--- src/rtl/wb_pkg.sv ---
`default_nettype none
// ============================================================================
// Module   : wb_pkg
// Purpose  : Shared encodings for the writeback stage: write-data source
//            select, load funct3 codes, default data width and a helper
//            that flags misaligned loads.
// Revision : 1.0 - initial release
// ============================================================================
package wb_pkg;

  localparam int WB_XLEN = 64;

  // Write-data source select
  localparam logic [1:0] WB_SEL_ALU  = 2'd0;
  localparam logic [1:0] WB_SEL_LOAD = 2'd1;
  localparam logic [1:0] WB_SEL_PC4  = 2'd2;
  localparam logic [1:0] WB_SEL_NONE = 2'd3;

  // Load funct3 encodings
  localparam logic [2:0] LD_B  = 3'b000;
  localparam logic [2:0] LD_H  = 3'b001;
  localparam logic [2:0] LD_W  = 3'b010;
  localparam logic [2:0] LD_D  = 3'b011;
  localparam logic [2:0] LD_BU = 3'b100;
  localparam logic [2:0] LD_HU = 3'b101;
  localparam logic [2:0] LD_WU = 3'b110;

  // True when the access width does not divide the byte offset
  function automatic logic ld_misaligned(input logic [2:0] funct3,
                                         input logic [2:0] addr_lo);
    logic r;
    r = 1'b0;
    case (funct3)
      LD_H, LD_HU: r = addr_lo[0];
      LD_W, LD_WU: r = |addr_lo[1:0];
      LD_D:        r = |addr_lo;
      default:     r = 1'b0;
    endcase
    return r;
  endfunction

endpackage
`default_nettype wire

--- src/rtl/wb_load_ext.sv ---
`default_nettype none
// ============================================================================
// Module   : wb_load_ext
// Purpose  : Combinational load extraction: shifts the aligned doubleword
//            down by the byte offset, then sign/zero extends the selected
//            width. Reserved funct3 yields zero.
// Revision : 1.0 - initial release
// ============================================================================
module wb_load_ext
  import wb_pkg::*;
#(
  parameter int XLEN = WB_XLEN
) (
  input  logic [2:0]      funct3_i,
  input  logic [2:0]      addr_lo_i,
  input  logic [XLEN-1:0] raw_i,
  output logic [XLEN-1:0] data_o
);

  logic [XLEN-1:0] w_shifted;

  assign w_shifted = raw_i >> {addr_lo_i, 3'b000};

  // Select width and extension mode from funct3
  always_comb begin
    data_o = '0;
    case (funct3_i)
      LD_B:    data_o = {{(XLEN-8){w_shifted[7]}},   w_shifted[7:0]};
      LD_H:    data_o = {{(XLEN-16){w_shifted[15]}}, w_shifted[15:0]};
      LD_W:    data_o = {{(XLEN-32){w_shifted[31]}}, w_shifted[31:0]};
      LD_D:    data_o = w_shifted;
      LD_BU:   data_o = {{(XLEN-8){1'b0}},  w_shifted[7:0]};
      LD_HU:   data_o = {{(XLEN-16){1'b0}}, w_shifted[15:0]};
      LD_WU:   data_o = {{(XLEN-32){1'b0}}, w_shifted[31:0]};
      default: data_o = '0;
    endcase
  end

endmodule
`default_nettype wire

--- src/rtl/wb_stage.sv ---
`default_nettype none
// ============================================================================
// Module   : wb_stage
// Purpose  : RV64 writeback stage. Drives the register-file write port from
//            either the in-order MEM pipeline (priority) or a 2-entry buffer
//            of mul/div results. A buffered result that waits STARVE_MAX
//            cycles forces a one-cycle pipeline stall to drain.
// Options  : WB_LOAD_MISALIGN_EN - adds ld_misalign_o and suppresses writes
//            of misaligned loads.
// Revision : 1.0 - initial release
// ============================================================================
module wb_stage
  import wb_pkg::*;
#(
  parameter int XLEN       = WB_XLEN,
  parameter int STARVE_MAX = 8
) (
  input  logic            clk_i,
  input  logic            rst_i,
  input  logic            mem_valid_i,
  input  logic [4:0]      mem_rd_i,
  input  logic [1:0]      mem_wb_sel_i,
  input  logic [XLEN-1:0] mem_alu_res_i,
  input  logic [XLEN-1:0] mem_pc4_i,
  input  logic [XLEN-1:0] mem_ld_data_i,
  input  logic [2:0]      mem_funct3_i,
  input  logic [2:0]      mem_addr_lo_i,
  input  logic            md_valid_i,
  output logic            md_ready_o,
  input  logic [4:0]      md_rd_i,
  input  logic [XLEN-1:0] md_result_i,
  output logic            stall_o,
`ifdef WB_LOAD_MISALIGN_EN
  output logic            ld_misalign_o,
`endif
  output logic            we_o,
  output logic [4:0]      rd_o,
  output logic [XLEN-1:0] wd_o
);

  localparam logic [3:0] c_starve_max = 4'(STARVE_MAX);

  logic [XLEN-1:0] w_ld_val;
  logic [XLEN-1:0] w_pipe_wd;
  logic            w_mem_wr;
  logic            w_pw;
  logic            w_push;
  logic            w_pop;

  logic            r_we;
  logic [4:0]      r_rd;
  logic [XLEN-1:0] r_wd;
  logic [4:0]      r_buf_rd   [2];
  logic [XLEN-1:0] r_buf_data [2];
  logic            r_head;
  logic            r_tail;
  logic [1:0]      r_count;
  logic [3:0]      r_starve;
  logic            r_ready_en;

  wb_load_ext #(.XLEN(XLEN)) u_load_ext (
    .funct3_i  (mem_funct3_i),
    .addr_lo_i (mem_addr_lo_i),
    .raw_i     (mem_ld_data_i),
    .data_o    (w_ld_val)
  );

  // Forced drain depends only on registered state
  assign stall_o    = (r_count != 2'd0) && (r_starve == c_starve_max);
  assign md_ready_o = r_ready_en && (r_count != 2'd2);
  assign we_o       = r_we;
  assign rd_o       = r_rd;
  assign wd_o       = r_wd;

  assign w_mem_wr = mem_valid_i && (mem_wb_sel_i != WB_SEL_NONE) &&
                    (mem_rd_i != 5'd0) && !stall_o;

`ifdef WB_LOAD_MISALIGN_EN
  logic w_ld_mis;
  logic r_misalign;

  assign w_ld_mis = mem_valid_i && !stall_o && (mem_wb_sel_i == WB_SEL_LOAD) &&
                    ld_misaligned(mem_funct3_i, mem_addr_lo_i);
  assign w_pw          = w_mem_wr && !w_ld_mis;
  assign ld_misalign_o = r_misalign;

  // Flag pulse lines up with the suppressed write slot
  always_ff @(posedge clk_i or negedge rst_i) begin
    if (!rst_i) r_misalign <= 1'b0;
    else        r_misalign <= w_ld_mis;
  end
`else
  assign w_pw = w_mem_wr;
`endif

  // x0 results are accepted from the mul/div unit but never stored
  assign w_push = md_valid_i && md_ready_o && (md_rd_i != 5'd0);
  assign w_pop  = !w_pw && (r_count != 2'd0);

  // Pipeline write-data source select
  always_comb begin
    w_pipe_wd = mem_alu_res_i;
    case (mem_wb_sel_i)
      WB_SEL_LOAD: w_pipe_wd = w_ld_val;
      WB_SEL_PC4:  w_pipe_wd = mem_pc4_i;
      default:     w_pipe_wd = mem_alu_res_i;
    endcase
  end

  // Register-file write port: pipeline first, then buffer head
  always_ff @(posedge clk_i or negedge rst_i) begin
    if (!rst_i) begin
      r_we <= 1'b0;
      r_rd <= 5'd0;
      r_wd <= '0;
    end else if (w_pw) begin
      r_we <= 1'b1;
      r_rd <= mem_rd_i;
      r_wd <= w_pipe_wd;
    end else if (w_pop) begin
      r_we <= 1'b1;
      r_rd <= r_buf_rd[r_head];
      r_wd <= r_buf_data[r_head];
    end else begin
      r_we <= 1'b0;
    end
  end

  // Mul/div result FIFO; a push lands before it can be popped
  always_ff @(posedge clk_i or negedge rst_i) begin
    if (!rst_i) begin
      r_head     <= 1'b0;
      r_tail     <= 1'b0;
      r_count    <= 2'd0;
      r_ready_en <= 1'b0;
      for (int i = 0; i < 2; i++) begin
        r_buf_rd[i]   <= 5'd0;
        r_buf_data[i] <= '0;
      end
    end else begin
      r_ready_en <= 1'b1;
      if (w_push) begin
        r_buf_rd[r_tail]   <= md_rd_i;
        r_buf_data[r_tail] <= md_result_i;
        r_tail             <= ~r_tail;
      end
      if (w_pop) r_head <= ~r_head;
      case ({w_push, w_pop})
        2'b10:   r_count <= r_count + 2'd1;
        2'b01:   r_count <= r_count - 2'd1;
        default: r_count <= r_count;
      endcase
    end
  end

  // Starvation counter: counts cycles the head is bypassed by the pipeline
  always_ff @(posedge clk_i or negedge rst_i) begin
    if (!rst_i) begin
      r_starve <= 4'd0;
    end else if (w_pop) begin
      r_starve <= 4'd0;
    end else if (w_pw && (r_count != 2'd0) && (r_starve != c_starve_max)) begin
      r_starve <= r_starve + 4'd1;
    end
  end

endmodule
`default_nettype wire
--- config.mk ---
export PLATFORM = sky130hd
export DESIGN_NAME = wb_stage
export DESIGN_NICKNAME = d
export VERILOG_FILES = /design/src/rtl/wb_pkg.sv /design/src/rtl/wb_load_ext.sv /design/src/rtl/wb_stage.sv
export SDC_FILE = /design/constraint.sdc
export NUM_CORES = 1
export LEC_CHECK = 0
export CAP_MARGIN = 20
export CORE_MARGIN = 8
export CORE_UTILIZATION = 45
export CTS_CLUSTER_DIAMETER = 100
export DETAILED_ROUTE_END_ITERATION = 7
export PLACE_DENSITY = 0.83
export SETUP_SLACK_MARGIN = 0.2
export SYNTH_ARGS = -nofsm -noshare
export SYNTH_HDL_FRONTEND = slang
export SYNTH_SLANG_ARGS = --single-unit
--- constraint.sdc ---
create_clock -name clk_i -period 3 [get_ports clk_i]
set_input_delay 0.45 -clock clk_i [delete_from_list [all_inputs] [get_ports clk_i]]
set_output_delay 0.45 -clock clk_i [all_outputs]
set_load 0.01 [all_outputs]
# [Word-level counts from Yosys, hierarchy flattened]
# Cells that the tools add are included.
[op_classes] add_sub_neg=3 order_cmp=3 n_eq_ne=14 shifts=1 mux=23 bitwise_logic=4 reduce_logical=20
[ops] cell="64-bit one-hot mux with 7 select lines" count=1
[ops] cell="64-bit two-way mux" count=6
[ops] cell="128-bit bitwise mux" count=1
[ops] cell="64-bit one-hot mux with 2 select lines" count=1
[ops] cell="64-bit demux with 1-bit select" count=1
[ops] cell="64-bit by 6-bit right shift with 64-bit output" count=1
[ops] cell="5-bit two-way mux" count=6
[ops] cell="1-bit logical AND" count=11
[ops] cell="10-bit bitwise mux" count=1
[ops] cell="5-bit nonzero test" count=2
[ops] cell="3-bit == test, second input constant" count=3
[ops] cell="4-bit two-way mux" count=2
[ops] cell="2-bit nonzero test" count=4
[ops] cell="3-bit by 2-bit == test with 1-bit output, second input constant" count=2
[ops] cell="5-bit demux with 1-bit select" count=1
[ops] cell="4-bit by 1-bit adder with 4-bit output, second input constant" count=1
[ops] cell="2-bit by 1-bit == test with 1-bit output, second input constant" count=2
[ops] cell="2-bit == test, second input constant" count=2
[ops] cell="4-bit == test, second input constant" count=1
[ops] cell="2-bit >= comparator, second input constant" count=2
[ops] cell="2-bit inequality test, second input constant" count=2
[ops] cell="4-bit inequality test, second input constant" count=1
[ops] cell="1-bit inverter with 2-bit output" count=2
[ops] cell="2-bit one-hot mux with 2 select lines" count=1
[ops] cell="other kinds (8)" count=11
[word_totals] reg_bits=217 input_bits=278 output_inout_bits=72 word_cells=80

# [Depth between registers and ports, before layout]
[logic_depth] ltp_word=8 mapped_depth=13 mapped_depth_nobuf=11

# [Hierarchy]
# A second synthesis with hierarchy kept.
[unflattened] hier_cells=1335 hier_area_um2=13628.1
[modules_own_cells] mod="wb_stage" n_inst=1 cells_per_inst=1046 area_each_um2=11094.4 seq_area_each_um2=5430.2
[modules_own_cells] mod="wb_load_ext" n_inst=1 cells_per_inst=289 area_each_um2=2533.7 seq_area_each_um2=0.0

# [Least setup slack after synthesis]
# Ideal clock, no wire load.
[synth_timing] kind="in2reg" start="input port mem_rd_i[1]" end="register r_count[1]" setup_ns=0.079 arrival_ns=2.344 required_time_ns=2.921 path_slack_ns=0.577 cell_stages=10 path_buffers=2 path_cell_list="or4_1 > o21ai_0 > or2_1 > buf_4 > nand2_1 > clkbuf_1 > inv_1 > ha_1 > nor2_1 > xor2_1"
[synth_between] elab_chain_cells=7 elab_cells_between_ends=9 cone_classes="eq/ne: 2; mux: 1; reduce/logical: 6"
[synth_rtl] item="start, declared" line_no="wb_stage.sv:21" rtl="input logic [4:0] mem_rd_i,"
[synth_rtl] item="5-bit nonzero test (*)" line_no="wb_stage.sv:76" rtl="(mem_rd_i != 5'd0) && !stall_o;"
[synth_rtl] item="1-bit logical AND (*)" line_no="wb_stage.sv:75" rtl="assign w_mem_wr = mem_valid_i && (mem_wb_sel_i != WB_SEL_NONE) &&"
[synth_rtl] item="1-bit logical AND (*)" line_no="wb_stage.sv:76"
[synth_rtl] item="1-bit zero test (*)" line_no="wb_stage.sv:98" rtl="assign w_pop = !w_pw && (r_count != 2'd0);"
[synth_rtl] item="1-bit logical AND (*)" line_no="wb_stage.sv:98"
[synth_rtl] item="2-bit by 1-bit == test with 1-bit output / 2-bit == test (equally long branches)" line_no="wb_stage.sv:148" rtl="case ({w_push, w_pop})"
[synth_rtl] item="2-bit one-hot mux with 2 select lines / 2-bit nonzero test (equally long branches)"
[synth_rtl] item="end signal, assigned" line_no="wb_stage.sv:149" rtl="2'b10: r_count <= r_count + 2'd1;"
[synth_rtl] item="end signal, assigned" line_no="wb_stage.sv:150" rtl="2'b01: r_count <= r_count - 2'd1;"
[synth_rtl] item="end signal, assigned" line_no="wb_stage.sv:151" rtl="default: r_count <= r_count;"
[synth_rtl] item="end, declared" line_no="wb_stage.sv:57" rtl="logic [1:0] r_count;"
# Every way passes the cells marked *; elsewhere a longest branch is shown, timed or not.
# A chain may end at the register's enable or synchronous reset.

# [Worst setup path in the final report]
[layout_timing] start="register r_starve[0]" end="output port stall_o"
[layout_between] elab_chain_cells=2
[layout_rtl] item="start, declared" line_no="wb_stage.sv:58" rtl="logic [3:0] r_starve;"
[layout_rtl] item="start signal, assigned" line_no="wb_stage.sv:163" rtl="r_starve <= r_starve + 4'd1;"
[layout_rtl] item="4-bit == test" line_no="wb_stage.sv:69" rtl="assign stall_o = (r_count != 2'd0) && (r_starve == c_starve_max);"
[layout_rtl] item="1-bit logical AND" line_no="wb_stage.sv:69"
[layout_rtl] item="end, declared" line_no="wb_stage.sv:32" rtl="output logic stall_o,"
# No other way between the ends.

==> results.yml <==
floorplanning:
  die_w_um: 187
  num_io_pins: 350
  core_area_um2: 28700
  dieArea_um2: 34800
  rows: 62
  start_util_pct: 45.6
  die_h_um: 187
clock_network:
  clockBufferDepth: 3
  ctsRootBufferMaster: "clkbuf_16"
  htree_levels: 1
  worstSkewPairLatency_ps: 550
  cts.sinks: 217
  cts_tree: "yes"
  numCtsBuffers: 26
  clk_pin_slew_ps: 60
  cts_setup_buffers: 0
critical_path:
  startpoint: "r_starve[0]"
  critPathMaxStageDelay_ps: 640
  critPathRequiredTime_ps: 2550
  worst_path_max_delay_cell: "clkdlybuf4s50_1"
  rr_worst_depth: 7
  cp-end-kind: "output port"
  reg2reg_slack_ps: 540
  reg2reg_from: "r_count[0]"
  worst_r2r_endpoint: "r_buf_data[5]"
  crit_arrival_ps: 2110
  crit_path_cell_trace: "inv_1, ha_1, nand2_1, nor3_2, clkdlybuf4s50_1"
  cp_max_fo: 3
  crit_type: "flop to output port"
  worst_setup_path_start_kind: "flop"
  crit_end: "stall_o"
sta:
  fin_skew_ps: 30.4
  rsz0062_at_grt: "no"
  period_minus_slack_ps: 2560
  slew_viol_final: 0
  finalSetupTns_ps: 0
  fmax_mhz: 391
  min_period_over_period_pct: 85.3
  worstMarginPinSlew_ps: 766
  hold_violations: 0
  max_slew_margin_pct: 48.8
  setup_viol: 0
layout:
  areaGrowthSynthToFinish_pct: 38.1
  drive_gt1_share_pct: 24.1
  final_common_cell: "clkdlybuf4s50_1"
  final_cells: 1937
  layout_common_cells: "clkdlybuf4s50_1, dfrtp_1, mux2_2"
  nFillCells: 2294
  nets: 1817
placed_design:
  dp.cells: 1888
  place.gp.congestion: 0.918
  hpwl_um: 37100
  io_buffer_count: 349
drt:
  drc: 0
  wire_per_inst_um: 25.7
  num_vias: 11900
  first_pass_iters: 5
  vias_per_cell: 6.12
  routed_wl_um: 49800
  drt_iter0_drc: 1041
  ant_nets: 0
global_route:
  grt_pass1_wl_um: 75500
  grt_overflow: 0
  track_usage_pct: 27.4
  grt_max_degree: 87
  grt_pass1_vias: 12400
  antenna_found_initial: 5
power:
  power_leakage_nw: 7.26
  peakVddDrop_v: 0.000570
  power.density_nw_per_um2: 816
yosys:
  syn_area_per_cell_um2: 10.8
  syn-cell-area_um2: 13100
  synthCells: 1210
  yosysUniqueCellTypes: 54
  synth_warnings: 0
  syn_nets: 1494
  synth-seq-cells: 217
  ys_seq_area_share_pct: 41.5
run_status:
  status: "complete, no violations"
run:
  cap_violations: 0
hold_path:
  worstHoldPathType: "input port to async pin"
through the flow:
step | power, mW | hold slack, ps | worst slack, ps | area, um2 | utilization, %
after detailed placement | 11.6 | 422 | -22.4 | 17200 | 59.8
after global routing | 15.5 | 480 | 363 | 18100 | 63.0
final | 14.7 | 447 | 441 | 18100 | 63.0
after floorplan | 8.84 | 154 | 577 | 13100 | -
after global placement | 11.3 | 416 | -209 | 17100 | 59.7
after CTS | 14.8 | 420 | 267 | 18100 | 62.9
metal layers:
layer	GRT usage, %	share of wire (%)	vias to the layer above
met5	0	0.082	-
met4	11.3	4.5	6
met2	43.8	46	659
met1	35.5	41	5854
li1	-	-	5201
met3	6.06	8.1	138
report_power, final:
| part | internal (mW) | total [mW] | switching [mW] |
|---|---|---|---|
| Combinational | 3.39 | 6.30 | 2.92 |
| Sequential | 4.41 | 5.27 | 0.858 |
| Clock | 1.88 | 3.16 | 1.28 |
repair_timing:
| action | 4_1_cts | 5_1_grt |
|---|---|---|
| hold endpoints to repair | 56 | 0 |
| endpoints found under the setup margin | 0 | 1 |
| hold buffers | 1 | 0 |
| gates resized for setup | 0 | 1 |
sequential cells by signal, indices dropped and copies added, names as in the netlist:
signal,flops
r_buf_data,128
wd_o,64
r_buf_rd,10
rd_o,5
r_starve,4
r_count,2
r_head,1
r_ready_en,1
r_tail,1
we_o,1
cell type report:
cell class	instances	area, um2	share of cell area [%]
flip-flops and latches	217	5430	30.1
inverters	28	105	0.582
repair buffers	408	4140	22.9
clock buffers	38	776	4.29
multi-input cells	852	7030	38.9
clock inverters	7	97.6	0.540
diodes	3	7.51	0.0415
well taps	384	480	2.66
worst min-delay path by stage:
stage,depth (start not counted),startpoint,endpoint
after floorplan,0,rst_i,r_buf_data[0]
after global placement,1,rst_i,r_buf_data[47]
after detailed placement,1,rst_i,r_buf_data[111]
after CTS,2,rst_i,r_buf_data[115]
after global routing,2,rst_i,r_buf_data[48]
final,2,rst_i,r_buf_data[115]
cells by family after synthesis:
group | Yosys count | synth area share (%)
buffers and inverters | 141 | 5.13
other | 1 | 0.0287
xor gates and xnor gates | 6 | 0.402
muxes | 272 | 23.2
and+or+nand+nor | 218 | 7.63
AOI/OAI and AO/OA | 349 | 21.6
DFF | 217 | 41.5
adders and majority gates | 6 | 0.574
cells in the mapped netlist (all sizes together):
cell,instances,area (um2)
dfrtp,217,5430
mux2,154,1740
mux2i,109,1090
nor2,86,323
a21oi,82,542
a221oi,59,517
buf,58,359
clkbuf,55,206
nand2,54,203
o21ai,49,245
o221ai,39,529
a31o,32,280
inv,28,105
nor2b,27,169
o22ai,19,119
a211oi,18,135
and2,18,113
nand3,16,80.1
a221o,10,100
a22oi,9,67.6
a31oi,9,71.3
mux4,9,203
o22a,8,70.1
a2bb2oi,6,52.6
ha,6,75.1
nor3,6,30.0
or2,4,25.0
xnor2,4,35.0
nand2b,3,26.3
a21boi,2,15.0
o32ai,2,17.5
or4,2,15.0
xor2,2,17.5
a2111oi,1,8.76
conb,1,3.75
nand3b,1,7.51
nor3b,1,7.51
o211ai,1,7.51
o311ai,1,26.3
o31ai,1,7.51
o41ai,1,8.76
critical path, delay by kind of cell, from the launching register on:
| family | cells | cell delay [ps] |
|---|---|---|
| and+or+nand+nor | 2 | 270 |
| buffers and inverters | 2 | 730 |
| adders and majority gates | 1 | 160 |
| DFF | 1 | 390 |
(Power assumes the default switching activity.)
